==> src/rtl/snn_delay_layer.sv <==
// snn_delay_layer: fully-connected layer of leaky integrate-and-fire neurons
// with a programmable axonal delay on every synapse. Chain instances by
// feeding output_spikes of one layer into input_spikes of the next.
module snn_delay_layer #(
    parameter int N_IN      = 24,
    parameter int N_OUT     = 8,
    parameter int W_WIDTH   = 2,
    parameter int D_WIDTH   = 4,
    parameter int MEM_WIDTH = 6,
    parameter int P_WIDTH   = 6
) (
    input  logic                              clk,
    input  logic                              reset,
    input  logic                              enable,
    input  logic                              clear,
    input  logic [N_IN-1:0]                   input_spikes,
    input  logic [N_IN*N_OUT*W_WIDTH-1:0]     weights,
    input  logic [N_IN*N_OUT*D_WIDTH-1:0]     delays,
    input  logic [P_WIDTH-1:0]                threshold,
    input  logic [P_WIDTH-1:0]                decay,
    input  logic [P_WIDTH-1:0]                refractory_period,
    output logic [N_OUT*MEM_WIDTH-1:0]        membrane_potential_out,
    output logic [N_OUT-1:0]                  output_spikes
);

    localparam int MAX_D = (1 << D_WIDTH) - 1;
    // Synaptic accumulator: holds +/- N_IN * 2^(W_WIDTH-1) with a spare bit.
    localparam int ACC_W = W_WIDTH + $clog2(N_IN + 1) + 1;
    localparam int MW1   = MEM_WIDTH + 1;
    // Membrane + synapse sum: signed, wide enough for either operand plus a carry.
    localparam int SUM_W = ((ACC_W > MW1) ? ACC_W : MW1) + 1;
    // Common zero-extended width for membrane / parameter comparisons.
    localparam int CMP_W = ((MEM_WIDTH > P_WIDTH) ? MEM_WIDTH : P_WIDTH) + 1;
    localparam logic [MEM_WIDTH-1:0] MEM_MAX = '1;

    logic [MAX_D-1:0]     hist_q [N_IN];
    logic [MAX_D-1:0]     hist_d [N_IN];
    logic [MEM_WIDTH-1:0] mem_q  [N_OUT];
    logic [MEM_WIDTH-1:0] mem_d  [N_OUT];
    logic [P_WIDTH-1:0]   ref_q  [N_OUT];
    logic [P_WIDTH-1:0]   ref_d  [N_OUT];
    logic [N_OUT-1:0]     spike_q;
    logic [N_OUT-1:0]     spike_d;

    logic signed [ACC_W-1:0] syn_sum [N_OUT];

    logic [MAX_D:0]               tap_vec;
    logic [D_WIDTH-1:0]           tap_sel;
    logic signed [W_WIDTH-1:0]    tap_w;

    logic [CMP_W-1:0]             v_ext;
    logic [CMP_W-1:0]             dec_ext;
    logic [MEM_WIDTH-1:0]         u_mem;
    logic signed [SUM_W-1:0]      t_full;
    logic [MEM_WIDTH-1:0]         t_mem;

    // Sum the sign-extended weights of every synapse whose delayed spike is set;
    // tap 0 is the live input, tap d reads history entry d-1.
    always_comb begin
        tap_vec = '0;
        tap_sel = '0;
        tap_w   = '0;
        for (int j = 0; j < N_OUT; j++) begin
            syn_sum[j] = '0;
            for (int i = 0; i < N_IN; i++) begin
                tap_vec = {hist_q[i], input_spikes[i]};
                tap_sel = delays[(j*N_IN + i)*D_WIDTH +: D_WIDTH];
                tap_w   = weights[(j*N_IN + i)*W_WIDTH +: W_WIDTH];
                if (tap_vec[tap_sel]) begin
                    syn_sum[j] = syn_sum[j] + ACC_W'(tap_w);
                end
            end
        end
    end

    // Next-state: clear beats enable; an enabled step shifts history and runs
    // each neuron's refractory / leak / integrate / fire update.
    always_comb begin
        hist_d  = hist_q;
        mem_d   = mem_q;
        ref_d   = ref_q;
        spike_d = spike_q;
        v_ext   = '0;
        dec_ext = '0;
        u_mem   = '0;
        t_full  = '0;
        t_mem   = '0;
        if (clear) begin
            for (int i = 0; i < N_IN; i++) begin
                hist_d[i] = '0;
            end
            for (int j = 0; j < N_OUT; j++) begin
                mem_d[j] = '0;
                ref_d[j] = '0;
            end
            spike_d = '0;
        end else if (enable) begin
            for (int i = 0; i < N_IN; i++) begin
                hist_d[i] = MAX_D'({hist_q[i], input_spikes[i]});
            end
            for (int j = 0; j < N_OUT; j++) begin
                if (ref_q[j] != '0) begin
                    ref_d[j]   = ref_q[j] - P_WIDTH'(1);
                    mem_d[j]   = '0;
                    spike_d[j] = 1'b0;
                end else begin
                    v_ext   = CMP_W'(mem_q[j]);
                    dec_ext = CMP_W'(decay);
                    if (v_ext >= dec_ext) begin
                        u_mem = MEM_WIDTH'(v_ext - dec_ext);
                    end else begin
                        u_mem = '0;
                    end
                    t_full = $signed({{(SUM_W-MEM_WIDTH){1'b0}}, u_mem}) + SUM_W'(syn_sum[j]);
                    if (t_full[SUM_W-1]) begin
                        t_mem = '0;
                    end else if (t_full[SUM_W-2:MEM_WIDTH] != '0) begin
                        t_mem = MEM_MAX;
                    end else begin
                        t_mem = t_full[MEM_WIDTH-1:0];
                    end
                    if (CMP_W'(t_mem) >= CMP_W'(threshold)) begin
                        spike_d[j] = 1'b1;
                        mem_d[j]   = '0;
                        ref_d[j]   = refractory_period;
                    end else begin
                        spike_d[j] = 1'b0;
                        mem_d[j]   = t_mem;
                    end
                end
            end
        end
    end

    // State registers; reset discards history, membranes, counters and spikes.
    always_ff @(posedge clk or posedge reset) begin
        if (reset) begin
            for (int i = 0; i < N_IN; i++) begin
                hist_q[i] <= '0;
            end
            for (int j = 0; j < N_OUT; j++) begin
                mem_q[j] <= '0;
                ref_q[j] <= '0;
            end
            spike_q <= '0;
        end else begin
            hist_q  <= hist_d;
            mem_q   <= mem_d;
            ref_q   <= ref_d;
            spike_q <= spike_d;
        end
    end

    // Pack the registered membranes onto the flat output bus.
    always_comb begin
        membrane_potential_out = '0;
        for (int j = 0; j < N_OUT; j++) begin
            membrane_potential_out[j*MEM_WIDTH +: MEM_WIDTH] = mem_q[j];
        end
    end

    assign output_spikes = spike_q;

endmodule
==> config.mk <==
export PLATFORM = sky130hd
export DESIGN_NAME = snn_delay_layer
export DESIGN_NICKNAME = d
export VERILOG_FILES = /design/src/rtl/snn_delay_layer.sv
export SDC_FILE = /design/constraint.sdc
export NUM_CORES = 2
export LEC_CHECK = 0
export CORE_MARGIN = 2
export CORE_UTILIZATION = 26
export CTS_CLUSTER_DIAMETER = 50
export DETAILED_ROUTE_END_ITERATION = 8
export GPL_ROUTABILITY_DRIVEN = 0
export SYNTH_ARGS = -nofsm -noshare
export SYNTH_HDL_FRONTEND = slang
export SYNTH_SLANG_ARGS = --single-unit
==> constraint.sdc <==
create_clock -name clk -period 29.6 [get_ports clk]
set_clock_uncertainty 0.15 [all_clocks]
set_input_delay 5.92 -clock clk [delete_from_list [all_inputs] [get_ports clk]]
set_output_delay 5.92 -clock clk [all_outputs]
set_load 0.05 [all_outputs]
==> summary.txt <==
Outcome
  – Status: finished, violations left
  – Failing checks: negative setup slack

Drt
  – Post-DRT Antenna Nets: 0
  – Mean routed wirelength per cell: 24.6 um
  – DR iter-0 viols: 10300
  – Via count: 125000
  – Total iterations of the first detailed-routing run: 7
  – Drt total wl: 579000 um
  – DR DRC count: 0
  – Vias per cell: 5.31

Critical path
  – FF-to-FF setup slack: 4.36 ns
  – Reg2reg end: ref_q[25]
  – Worst path depth: 158
  – R2r startpoint: hist_q[351]
  – WP buf/inv: 43
  – Setup Crit Path Kind: primary input to flop
  – Worst Setup Start Kind: primary input
  – CP max FO: 4
  – WP data required: 30.07 ns
  – Critical Path Sink Type: flop
  – Critical path's top delay family: compound AO/OA/AOI/OAI gates
  – R2R depth: 156
  – CP most frequent cell: buf_4
  – Arr. time, crit path: 30.52 ns
  – CP max-delay cell: fa_2
  – Slowest cell delay on critical path: 0.55 ns

Synth
  – Avg Inst Size Synth: 8.95 um2
  – Post-synth EDFFs: 0
  – Synth cell types: 112
  – Sequential fraction of the synthesis area: 0.101
  – Synthesized cell area: 115000 um2
  – Synth warn: 0
  – Post-synthesis cell count: 12800
  – Syn Nets: 15600
  – Main synth FF type: dfrtp_1
  – Post-synth ARST share: 1.00
  – Synthesized flop and latch total: 464

Clocking
  – CTS tree: yes
  – Clock Path Buffers: 4
  – H-tree depth: 3
  – CTS buffer count: 83
  – CTS clk-pin slew, worst paths: 0.05 ns
  – Clock Latency Late Sink: 0.83 ns
  – Clock sink total: 464
  – Clk root buf: clkbuf_16

STA
  – Final Max Tran Viols: 0
  – Clock period minus worst slack: 30.05 ns
  – Worst rel slew slack: 0.229
  – Final Hold Viols: 0
  – RSZ-0062 raised after global routing: true
  – Worst slew pin tran: 1.16 ns
  – Fin worst setup slack: -0.454 ns
  – # setup viols final: 27
  – Crit share post-route: 1.02
  – Fmax: 0.0333 GHz
  – Hold_ws: 0.371 ns

Floorplan
  – Die area: 447000 um2
  – I/O Pins: 1254
  – Initial Utilization: 0.261
  – Row count: 244
  – Die width: 669 um
  – Die height: 669 um
  – Core area: 441000 um2

Worst hold path
  – Hold Crit Depth: 1
  – HP Class: flop to flop
  – HP Start: ref_q[47]
  – Hold path endpoint: ref_q[47]

Power
  – Power per Cell Area: 52.3 nW/um2
  – Cell leakage power: 79.3 nW
  – Peak supply drop: 0.0462 mV
  – Power Total: 9.23 mW

Flow run
  – Max-cap violations: 0

GRT
  – Met3 Track Usage GR: 0.0565
  – Initial antenna violation count: 313
  – Global-route wire length before repair: 800000 um
  – Grt met1 use: 0.297
  – Vias in the first global route: 120000
  – Grt met2 use: 0.378
  – Global routing's busiest layer: met2
  – GRT Total Usage: 0.242
  – Largest net degree at the start of global routing: 102
  – Total overflow reported by the global router: 0

Layout
  – Final design utilization: 0.400
  – Layout cells sized above 1: 0.394
  – Most frequent cells in the layout: buf_4 (3384), nor2_1 (1354), clkdlybuf4s50_1 (1220)
  – Area Growth Syn to Fin: 53.7%
  – Commonest non-fill, non-tap cell in the layout: buf_4
  – Fillers: 43000
  – Nets: 20100

Place
  – Post-DP HPWL: 472000 um
  – # port buffers: 1253
==> registers in the layout (all words and copies together) (netlist names) <==
signal and flops:
output_spikes 8, membrane_potential_out 48, ref_q 48, hist_q 360
==> worst max-delay path by stage <==
stage               slack, ns                          to       startpoint
floorplan                0.01  membrane_potential_out[24]      delays[384]
global route            -1.54  membrane_potential_out[25]  input_spikes[0]
detailed placement      -3.21  membrane_potential_out[22]      delays[288]
CTS                     -0.27                   ref_q[27]  input_spikes[0]
global placement        -2.94  membrane_potential_out[21]      delays[288]
finish                  -0.45                   ref_q[25]      delays[288]
==> stage by stage <==
step	cells	setup WS (ns)	TNS [ns]	cell area, um2
after CTS	22900	-0.266	-1.96	165000
after floorplan	12800	0.0117	0	115000
after detailed placement	22400	-3.21	-256.80	155000
after global routing	23500	-1.54	-86.49	176000
final	23600	-0.454	-8.31	177000
after global placement	22400	-2.94	-224.90	155000
==> cell type report <==
| class | instances | area [um2] | share of cell area |
|---|---|---|---|
| well taps | 5904 | 7390 | 0.0418 |
| repair buffers | 4748 | 39600 | 0.224 |
| inverters | 721 | 2740 | 0.0155 |
| diodes | 263 | 658 | 0.00373 |
| clock inverters | 50 | 594 | 0.00337 |
| flip-flops and latches | 464 | 11600 | 0.0658 |
| clock buffers | 95 | 2180 | 0.0124 |
| multi-input cells | 11300 | 112000 | 0.633 |
==> power by group <==
group          total [mW]  internal [mW]  leakage, nW  switching [mW]
logic                7.47           3.99         71.5            3.48
clock network        1.00          0.613         1.35           0.390
registers           0.756          0.685         6.42          0.0710
==> logic make-up (layout without fill, tap and decap cells) <==
kind of cell,after synthesis,count (layout),share of synthesized area
muxes,1787,1787,0.262
xor gates and xnor gates,1177,1177,0.0932
adders and majority gates,1601,1601,0.189
AOI/OAI and AO/OA,3346,3346,0.190
DFF,464,464,0.101
buffers and inverters,1040,5614,0.0341
other,0,263,0
and+or+nand+nor,3416,3416,0.131
==> metal layers <==
layer | vias up | routed length, um
li1 | 57700 | -
met1 | 61200 | 223000
met2 | 4945 | 258000
met3 | 1305 | 51600
met4 | 112 | 45300
met5 | - | 924
==> Yosys cell counts, types with 28 or more instances <==
master	instances	share of area
xnor2_1	779	0.059
or3_1	51	0.0028
nand3_1	98	0.0043
mux4_2	936	0.18
a22oi_1	35	0.0023
mux2_2	331	0.032
o211ai_1	61	0.0040
inv_1	698	0.023
or2_2	63	0.0034
a31oi_1	81	0.0044
a2111oi_0	42	0.0032
nand3b_1	38	0.0025
xor2_1	369	0.028
nor2_1	1417	0.046
a21oi_1	1057	0.046
nand2b_1	148	0.0081
nor2b_1	148	0.0081
and3_1	34	0.0019
nand2_1	1012	0.033
xnor3_1	28	0.0055
nor3_1	226	0.0098
a211oi_1	67	0.0044
ha_1	1384	0.15
fa_1	217	0.038
o21ai_0	554	0.024
o22ai_1	53	0.0029
dfrtp_1	464	0.10
a221oi_1	38	0.0029
and2_1	80	0.0044
o31ai_1	95	0.0062
o21bai_1	230	0.015
a21o_1	467	0.031
clkbuf_1	297	0.0097
mux2i_1	506	0.044
o21a_1	139	0.0091
o41ai_1	54	0.0041
==> timing repair <==
| action | CTS | global route |
|---|---|---|
| hold buffers | 0 | 0 |
| endpoints found under the setup margin | 104 | 104 |
| gates cloned | 0 | 0 |
| buffers inserted | 395 | 392 |
| gates resized for setup | 888 | 1556 |
| pin swaps | 493 | 1103 |
(Power assumes the default switching activity.)
